[config.mk]
export PLATFORM = sky130hd
export DESIGN_NAME = shader_instr_fetch
export DESIGN_NICKNAME = d
export VERILOG_FILES = /design/src/rtl/shader_pkg.sv /design/src/rtl/shader_instr_fifo.sv /design/src/rtl/shader_instr_fetch.sv
export SDC_FILE = /design/constraint.sdc
export NUM_CORES = 1
export LEC_CHECK = 0
export CORE_ASPECT_RATIO = 1.2
export CORE_MARGIN = 10
export CORE_UTILIZATION = 47
export CTS_BUF_LIST = sky130_fd_sc_hd__clkbuf_8 sky130_fd_sc_hd__clkbuf_16
export CTS_CLUSTER_DIAMETER = 50
export CTS_CLUSTER_SIZE = 16
export DETAILED_ROUTE_END_ITERATION = 7
export PLACE_DENSITY_LB_ADDON = 0.15
export SLEW_MARGIN = 20
export SYNTH_ARGS = -nofsm -noshare
export SYNTH_HDL_FRONTEND = slang
export SYNTH_SLANG_ARGS = --single-unit
[constraint.sdc]
create_clock -name clk -period 2.4 [get_ports clk]
set_clock_uncertainty 0.2 [all_clocks]
set_input_delay 0.36 -clock clk [delete_from_list [all_inputs] [get_ports clk]]
set_output_delay 0.36 -clock clk [all_outputs]
set_load 0.05 [all_outputs]
[src/rtl/shader_pkg.sv]
// Shared definitions for the shader instruction fetch unit:
// instruction field positions, op codes and fetch FSM states.
package shader_pkg;

  localparam int OP_HI   = 31;
  localparam int OP_LO   = 30;
  localparam int MASK_HI = 29;
  localparam int MASK_LO = 26;
  localparam int DEST_HI = 25;
  localparam int DEST_LO = 23;
  localparam int SRCA_HI = 22;
  localparam int SRCA_LO = 20;
  localparam int SRCB_HI = 19;
  localparam int SRCB_LO = 17;

  typedef enum logic [1:0] {
    OP_ADD = 2'd0,
    OP_MUL = 2'd1,
    OP_AND = 2'd2,
    OP_OR  = 2'd3
  } op_e;

  typedef enum logic [1:0] {
    S_IDLE  = 2'd0,
    S_FETCH = 2'd1,
    S_DRAIN = 2'd2
  } state_e;

endpackage

[src/rtl/shader_instr_fifo.sv]
// DEPTH x 32 instruction FIFO with synchronous clear.
// Ports: clear/push/pop in, head word, count, full/empty out.
module shader_instr_fifo #(
  parameter int DEPTH = 4,
  localparam int PW = $clog2(DEPTH),
  localparam int CW = PW + 1
) (
  input  logic          clk,
  input  logic          rst_n,
  input  logic          clear_i,
  input  logic          push_i,
  input  logic [31:0]   data_i,
  input  logic          pop_i,
  output logic [31:0]   head_o,
  output logic [CW-1:0] count_o,
  output logic          full_o,
  output logic          empty_o
);

  logic [31:0]   mem_q [DEPTH];
  logic [PW-1:0] wptr_q, rptr_q;
  logic [CW-1:0] cnt_q;
  logic          do_push, do_pop;

  assign full_o  = (cnt_q == CW'(DEPTH));
  assign empty_o = (cnt_q == '0);
  assign do_push = push_i && !full_o;
  assign do_pop  = pop_i && !empty_o;
  assign head_o  = mem_q[rptr_q];
  assign count_o = cnt_q;

  always_ff @(posedge clk or negedge rst_n) begin
    if (!rst_n) begin
      wptr_q <= '0;
      rptr_q <= '0;
      cnt_q  <= '0;
    end else if (clear_i) begin
      wptr_q <= '0;
      rptr_q <= '0;
      cnt_q  <= '0;
    end else begin
      if (do_push) wptr_q <= wptr_q + PW'(1);
      if (do_pop)  rptr_q <= rptr_q + PW'(1);
      cnt_q <= cnt_q + CW'(do_push) - CW'(do_pop);
    end
  end

  always_ff @(posedge clk) begin
    if (do_push && !clear_i) mem_q[wptr_q] <= data_i;
  end

endmodule

[src/rtl/shader_instr_fetch.sv]
// Start/length-driven shader word prefetcher feeding the SIMD
// execute stage. Ports: start/base/len/flush control, one-
// outstanding memory read port, decoded iv/ir instruction port.
module shader_instr_fetch #(
  parameter int DEPTH = 4,
  parameter int AW    = 8
) (
  input  logic          clk,
  input  logic          rst_n,
  input  logic          start,
  input  logic [AW-1:0] base_addr,
  input  logic [AW-1:0] prog_len,
  input  logic          flush,
  output logic          busy,
  output logic          mem_req,
  output logic [AW-1:0] mem_addr,
  input  logic          mem_gnt,
  input  logic          mem_rvalid,
  input  logic [31:0]   mem_rdata,
  output logic          iv,
  input  logic          ir,
  output logic [1:0]    op,
  output logic [3:0]    mask,
  output logic [2:0]    dest,
  output logic [2:0]    src_a,
  output logic [2:0]    src_b
);
  import shader_pkg::*;

  localparam int CW = $clog2(DEPTH) + 1;

  state_e        state_q, state_d;
  logic [AW-1:0] base_q, base_d;
  logic [AW-1:0] len_q, len_d;
  logic [AW-1:0] gcnt_q, gcnt_d;
  logic          infl_q, infl_d;
  logic          disc_q, disc_d;

  logic [CW-1:0] cnt;
  logic          full, empty;
  logic [31:0]   head;
  logic          grant, push, pop;
  logic          last_gnt, start_ok, drain_done;
  logic          unused_lo;

  assign grant    = mem_req && mem_gnt;
  assign pop      = iv && ir;
  assign push     = mem_rvalid && infl_q && !disc_q && !flush;
  assign last_gnt = grant && (gcnt_q == len_q - AW'(1));
  assign start_ok = start && !flush && !disc_q
                 && (prog_len != '0);
  // Empty after this cycle's pop, nothing left to arrive.
  assign drain_done = !infl_q
                   && (empty || (cnt == CW'(1) && pop));

  // One read in flight at most, so the credit check
  // count + inflight < DEPTH reduces to !inflight && !full.
  assign mem_req  = (state_q == S_FETCH) && !infl_q && !full;
  assign mem_addr = base_q + gcnt_q;
  assign busy     = (state_q != S_IDLE) || disc_q;

  assign iv    = !empty;
  assign op    = iv ? head[OP_HI:OP_LO]     : '0;
  assign mask  = iv ? head[MASK_HI:MASK_LO] : '0;
  assign dest  = iv ? head[DEST_HI:DEST_LO] : '0;
  assign src_a = iv ? head[SRCA_HI:SRCA_LO] : '0;
  assign src_b = iv ? head[SRCB_HI:SRCB_LO] : '0;
  assign unused_lo = ^head[SRCB_LO-1:0];

  always_comb begin
    state_d = state_q;
    base_d  = base_q;
    len_d   = len_q;
    gcnt_d  = gcnt_q;
    infl_d  = infl_q;
    disc_d  = disc_q;
    if (mem_rvalid && infl_q) begin
      infl_d = 1'b0;
      disc_d = 1'b0;
    end
    if (grant) begin
      infl_d = 1'b1;
      gcnt_d = gcnt_q + AW'(1);
    end
    unique case (state_q)
      S_IDLE: begin
        if (start_ok) begin
          state_d = S_FETCH;
          base_d  = base_addr;
          len_d   = prog_len;
          gcnt_d  = '0;
        end
      end
      S_FETCH: if (last_gnt)   state_d = S_DRAIN;
      S_DRAIN: if (drain_done) state_d = S_IDLE;
      default: state_d = S_IDLE;
    endcase
    // A read still owed by memory must be swallowed.
    if (flush) begin
      state_d = S_IDLE;
      infl_d  = (infl_q && !mem_rvalid) || grant;
      disc_d  = infl_d;
    end
  end

  always_ff @(posedge clk or negedge rst_n) begin
    if (!rst_n) begin
      state_q <= S_IDLE;
      base_q  <= '0;
      len_q   <= '0;
      gcnt_q  <= '0;
      infl_q  <= 1'b0;
      disc_q  <= 1'b0;
    end else begin
      state_q <= state_d;
      base_q  <= base_d;
      len_q   <= len_d;
      gcnt_q  <= gcnt_d;
      infl_q  <= infl_d;
      disc_q  <= disc_d;
    end
  end

  shader_instr_fifo #(.DEPTH(DEPTH)) u_fifo (
    .clk     (clk),
    .rst_n   (rst_n),
    .clear_i (flush),
    .push_i  (push),
    .data_i  (mem_rdata),
    .pop_i   (pop),
    .head_o  (head),
    .count_o (cnt),
    .full_o  (full),
    .empty_o (empty)
  );

endmodule

# After elaboration in Yosys (flattened, before gate mapping)
# Memory sizes are Yosys's and may differ from the RTL's.
# Cells that the tools add are included.
[op_classes] n_mux=24 addsub=7 eq_ne=8 reduce_logical=36
[ops] operator="8-bit 2-to-1 mux" count=3
[ops] operator="2-bit 2-to-1 mux" count=9
[ops] operator="1-bit logical AND" count=17
[ops] operator="3-bit 2-to-1 mux" count=4
[ops] operator="3-bit != test, second input constant" count=3
[ops] operator="8-bit by 1-bit adder with 8-bit output, second input constant" count=1
[ops] operator="8-bit adder" count=1
[ops] operator="8-bit equality test" count=1
[ops] operator="2-bit nonzero test" count=4
[ops] operator="8-bit nonzero test" count=1
[ops] operator="8-bit by 1-bit subtractor with 8-bit output, second input constant" count=1
[ops] operator="1-bit zero test" count=6
[ops] operator="1-bit 2-to-1 mux" count=6
[ops] operator="2-bit one-hot mux with 3 select lines" count=1
[ops] operator="2-bit by 1-bit adder with 2-bit output, second input constant" count=2
[ops] operator="4-bit 2-to-1 mux" count=1
[ops] operator="3-bit by 1-bit adder with 3-bit output" count=1
[ops] operator="3-bit by 1-bit equality test with 1-bit output, second input constant" count=1
[ops] operator="3-bit equality test, second input constant" count=1
[ops] operator="3-bit zero test" count=1
[ops] operator="1-bit logical OR" count=3
[ops] operator="3-bit AND reduction" count=1
[ops] operator="3-bit nonzero test" count=1
[ops] operator="3-bit by 1-bit subtractor with 3-bit output" count=1
[ops] operator="4 further kinds" count=4
[totals] n_memories=1 inputBits=55 ram_bits=128 ff_bits=35
[memory_table] name="u_fifo.mem_q" words=4 width=32 rd=1 rd_ports_with_merged_regs=0 wr=1 line_no="shader_instr_fifo.sv:20" text="logic [31:0] mem_q [DEPTH];"

# Logic depth before layout (Yosys ltp)
[depth] ltp_word=9 depth_mapped=10 mapped_depth_nobuf=9

# Cells and area by module
# A second synthesis with hierarchy kept.
[hier_totals] hier_cells=442 hier_area_um2=7149.4
[modules_own_cells] mod="shader_instr_fifo" instances=1 area_each_um2=5196.2 cells_each=216 seq_area_each_um2=4018.9
[modules_own_cells] mod="shader_instr_fetch" instances=1 area_each_um2=1953.1 cells_each=226 seq_area_each_um2=700.7

# Least setup slack after synthesis
# No wires, ideal clock.
[synth_timing] kind="register to register" start="reg u_fifo.cnt_q[1] (netlist: u_fifo.count_o[1])" end="reg u_fifo.cnt_q[2] (netlist: u_fifo.count_o[2])" slack_ps=-249 required_time_ps=2068 stages_incl_launch_ff=11 setup_time_ps=132 t_arrival_ps=2318 n_path_buf=1 cell_sequence="dfrtp_1 or3_1 clkbuf_1 and2_1 ha_1 inv_1 ha_1 fa_1 xnor2_1 xnor2_1 nor2_1"
[synth_via] elab_chain_len=6
[synth_rtl] element="from (decl)" line_no="shader_instr_fifo.sv:22" text="logic [CW-1:0] cnt_q;"
[synth_rtl] element="from (signal assigned)" line_no="shader_instr_fifo.sv:44" text="cnt_q <= cnt_q + CW'(do_push) - CW'(do_pop);"
[synth_rtl] element="3-bit equality test / 3-bit zero test (equally long branches)" line_no="shader_instr_fifo.sv:25, shader_instr_fifo.sv:26"
[synth_rtl] element="1-bit zero test (on tied branches)" line_no="shader_instr_fifo.sv:27, shader_instr_fifo.sv:28, shader_instr_fetch.sv:62"
[synth_rtl] element="1-bit logical AND (on tied branches)" line_no="shader_instr_fifo.sv:27, shader_instr_fetch.sv:47"
[synth_rtl] element="3-bit by 1-bit adder with 3-bit output / 1-bit logical AND (equally long branches)" line_no="shader_instr_fifo.sv:44, shader_instr_fifo.sv:28"
[synth_rtl] element="3-bit by 1-bit subtractor with 3-bit output *" line_no="shader_instr_fifo.sv:44"
[synth_rtl] element="3-bit 2-to-1 mux *" line_no="shader_instr_fifo.sv:37" text="end else if (clear_i) begin"
# Mark *: on every way between the ends. The rest lies on a longest branch, timed or not.
# A chain may end at the register's enable or synchronous reset.

# Worst setup path in the final report
[layout_timing] start="reg base_q[1]" end="out mem_addr[7]"
[layout_via] elab_chain_len=1
[layout_rtl] element="from (decl)" line_no="shader_instr_fetch.sv:33" text="logic [AW-1:0] base_q, base_d;"
[layout_rtl] element="from (signal assigned)" line_no="shader_instr_fetch.sv:116" text="base_q <= base_d;"
[layout_rtl] element="8-bit adder" line_no="shader_instr_fetch.sv:59" text="assign mem_addr = base_q + gcnt_q;"
[layout_rtl] element="to (decl)" line_no="shader_instr_fetch.sv:16" text="output logic [AW-1:0] mem_addr,"
# Every way passes these cells.

==> summary.md <==
| Metric | Value |
|---|---|
| DRT Wirelength | `9010 µm` |
| Data arrival, critical path | `2.18 ns` |
| Total GRT Usage | `13.7%` |
| Pre-CTS setup slack | `-0.0838 ns` |
| NumNets Final | `513` |
| Post-route insts no fill | `566` |
| Core area | `0.00913 mm²` |
| Final Critical Period | `2.74 ns` |
| CP Capture Type | `output pin` |
| Row count | `38` |
| Fin. Hold Viols | `0` |
| R2R Setup Slk | `0.02 ns` |
| CP Data Required Time | `1.84 ns` |
| Avg Cell Area, Syn | `13.0 µm²` |
| CTS tree | `built` |
| Switching share of total power | `39.9%` |
| Cell internal pwr | `4.51 mW` |
| DR vias | `2898` |
| Power per cell area | `1250 mW/mm²` |
| Sw power | `2.99 mW` |
| Port-buffer cells | `63` |
| Power share of the clock group | `15.2%` |
| DIE HEIGHT | `127 µm` |
| Antenna violations before repair | `0` |
| First-pass GRT wire length | `14800 µm` |
| Max Root-Sink Buffers | `2` |
| Top post-synthesis cells by area | `edfxtp_1 (40%), dfrtp_1 (20%), mux4_2 (7.6%)` |
| Detailed-route wire length per cell | `15.9 µm` |
| Max-cap viol count | `0` |
| Peak VDD IR | `0.000696 V` |
| Setup TNS | `-1.23 ns` |
| Largest net degree at the start of global routing | `36` |
| CTS H-tree depth | `3` |
| Share of post-route cells with drive strength above 1 | `30.5%` |
| Crit path max fanout | `2` |
| Rel. slew slack | `67.4%` |
| HP Class | `primary input to async pin` |
| DIE AREA | `0.0138 mm²` |
| Routability congestion estimate | `0.770` |
| Yosys Warn Count | `0` |
| Synth Instances | `342` |
| Worst Hold Slack | `0.201 ns` |
| Yosys top cell area share | `40.4%` |
| Primary flip-flop cell chosen by synthesis mapping | `edfxtp_1` |
| Sequential share of the synthesized area | `60.1%` |
| CTS Sinks | `95` |
| Synthesized cell area | `0.00446 mm²` |
| Failing checks | `negative setup slack` |
| CTS Hold Bufs | `0` |
| Post-synth top area cell | `edfxtp_1` |
| Slew Viols, Final | `0` |
| Clock Tree Root | `clkbuf_8` |
| Antenna cells | `0` |
| Endpoints failing setup | `6` |
| Number of synthesized flops with an enable pin | `60` |
| DRT iter0 DRCs | `132` |
| Final WS setup | `-0.340 ns` |
| R2R cell count | `9` |
| Fmax | `365 MHz` |
| Total CTS buffers | `9` |
| Number of detailed-route iterations in the first pass | `4` |
| Synth Register Bits | `95` |
| Synth cell types | `50` |
| Post-DRT Antenna Nets | `0` |
| # IOs | `81` |
| Sequential power share | `28.9%` |
| Leakage power figure | `2.45 nW` |
| Asr flop ratio synth | `36.8%` |
| Vias in the first global route | `3014` |
| Remaining Overflow, GRT | `0` |
| HPWL Detailed | `6480 µm` |
| Die Span X | `109 µm` |
| Post-Place Cells | `543` |
| DR DRC count | `0` |
| Area growth syn-to-layout | `35.0%` |
| Outcome | `finished, violations left` |
| Startpoint types | `flop` |
| Syn Nets | `414` |
| Final cycle utilization of the critical path | `114%` |
| Part of the power in combinational logic | `55.9%` |
| RSZ-0062 raised after global routing | `true` |
| Tightest Pin Transition | `0.490 ns` |
| Worst-Skew Late Latency | `0.36 ns` |
| Clock-pin slew on the worst setup and hold paths | `0.09 ns` |
| CP Class | `flop to output pin` |
| Starting Density | `48.8%` |
| Via density | `5.12` |
[through the flow]
stage          util, %  total power [mW]  instance area [µm²]
2_1_floorplan        -              4.66                 4530
3_3_place_gp      60.8              5.93                 5550
3_5_place_dp      60.8              5.99                 5550
4_1_cts           64.5              7.29                 5890
5_1_grt           65.9              7.92                 6020
6_report          65.9              7.51                 6020
[layout by cell type (no fill, tap or decap), types with 3 or more instances in the layout]
| cell | count |
|---|---|
| edfxtp_1 | 60 |
| nand2_1 | 49 |
| clkdlybuf4s50_1 | 37 |
| dfrtp_1 | 34 |
| buf_4 | 31 |
| nor2_1 | 24 |
| buf_6 | 16 |
| inv_1 | 15 |
| mux4_2 | 15 |
| and2_4 | 15 |
| xor2_1 | 12 |
| ha_1 | 12 |
| buf_12 | 11 |
| clkbuf_8 | 9 |
| xnor2_1 | 8 |
| nand3_1 | 5 |
| and2_1 | 5 |
| nand2b_1 | 4 |
| nand4_1 | 4 |
| o21ai_1 | 4 |
| and4_1 | 3 |
| o21a_1 | 3 |
| xnor2_2 | 3 |
| a31oi_1 | 3 |
| buf_8 | 3 |
[worst max-delay path, cell delays in order, from the launching register on]
cell     delay (ns)
dfrtp_1        0.39
ha_1           0.31
a21oi_2        0.17
nor2b_2        0.07
o31a_1         0.28
o41ai_4        0.28
xnor2_2        0.17
buf_12         0.16
[path summary, 6_finish.rpt]
path                              startpoint                 to
max in group asynchronous              rst_n   u_fifo.rptr_q[0]
setup / recovery                   base_q[1]        mem_addr[7]
hold / removal                         rst_n             infl_q
min in group clk                   base_q[5]          base_q[5]
setup reg to reg           u_fifo.count_o[0]  u_fifo.count_o[2]
hold reg to reg                    base_q[5]          base_q[5]
[cell usage after synthesis, types with 2 or more instances]
library cell / number
a211oi_1: 2
a21oi_1: 3
a31oi_1: 3
and2_1: 20
and4_1: 3
buf_2: 5
clkbuf_1: 6
dfrtp_1: 35
edfxtp_1: 60
fa_1: 2
ha_1: 15
inv_1: 15
mux4_2: 15
nand2_1: 49
nand2b_1: 4
nand3_1: 6
nand4_1: 4
nor2_1: 26
nor2b_1: 4
nor3_1: 3
nor3b_1: 2
nor4_1: 2
o21a_1: 3
o21ai_1: 5
o31ai_1: 2
or3_1: 2
xnor2_1: 12
xor2_1: 12
[power groups by stage]
stage	Sequential (mW)	Clock [mW]	Combinational, mW
5_1_grt	2.20	1.23	4.49
4_1_cts	2.17	1.17	3.95
2_1_floorplan	2.17	0	2.50
6_report	2.17	1.14	4.20
3_3_place_gp	2.18	0	3.75
3_5_place_dp	2.19	0	3.80
[what timing repair did]
| item | 4_1_cts | 5_1_grt |
|---|---|---|
| setup endpoints to repair | 9 | 23 |
| cloned | 1 | 0 |
| pin swaps | 5 | 9 |
| gates resized for setup | 18 | 36 |
| setup buffers | 5 | 1 |
[sequential cells by signal, indices dropped and copies added (netlist names), 2 cells and up]
signal	count
u_fifo.wptr_q	2
state_q	2
u_fifo.count_o	3
gcnt_q	8
base_q	8
u_fifo.rptr_q	2
len_q	8
u_fifo.mem_q	60
[metal layers]
metal / vias up / global-route usage, % / wire length [µm]
li1: 1416 / - / -
met1: 1395 / 15.4 / 3710
met2: 75 / 24.5 / 4710
met3: 12 / 3.24 / 465
met4: 0 / 5.13 / 124
met5: - / 0 / 0
[cells by family (layout without fill, tap and decap cells)]
group                      after synthesis  in the layout  synth area share [%]
adders and majority gates               17             17                  5.11
AOI/OAI and AO/OA                       27             27                  4.10
xor gates and xnor gates                24             24                  4.72
DFF                                     95             95                  60.1
and+or+nand+nor                        134            134                  15.3
buffers and inverters                   28            132                  2.58
muxes                                   17             17                  8.06
[layout make-up]
| cell class | count | area, µm² |
|---|---|---|
| Clock buffer | 9 | 124 |
| Clock inverter | 7 | 93.8 |
| Fill cell | 667 | 3110 |
| Inverter | 16 | 60.1 |
| Multi-Input combinational cell | 219 | 1830 |
| Sequential cell | 95 | 2680 |
| Tap cell | 120 | 150 |
| Timing Repair Buffer | 100 | 1080 |
(Power assumes the default switching activity.)
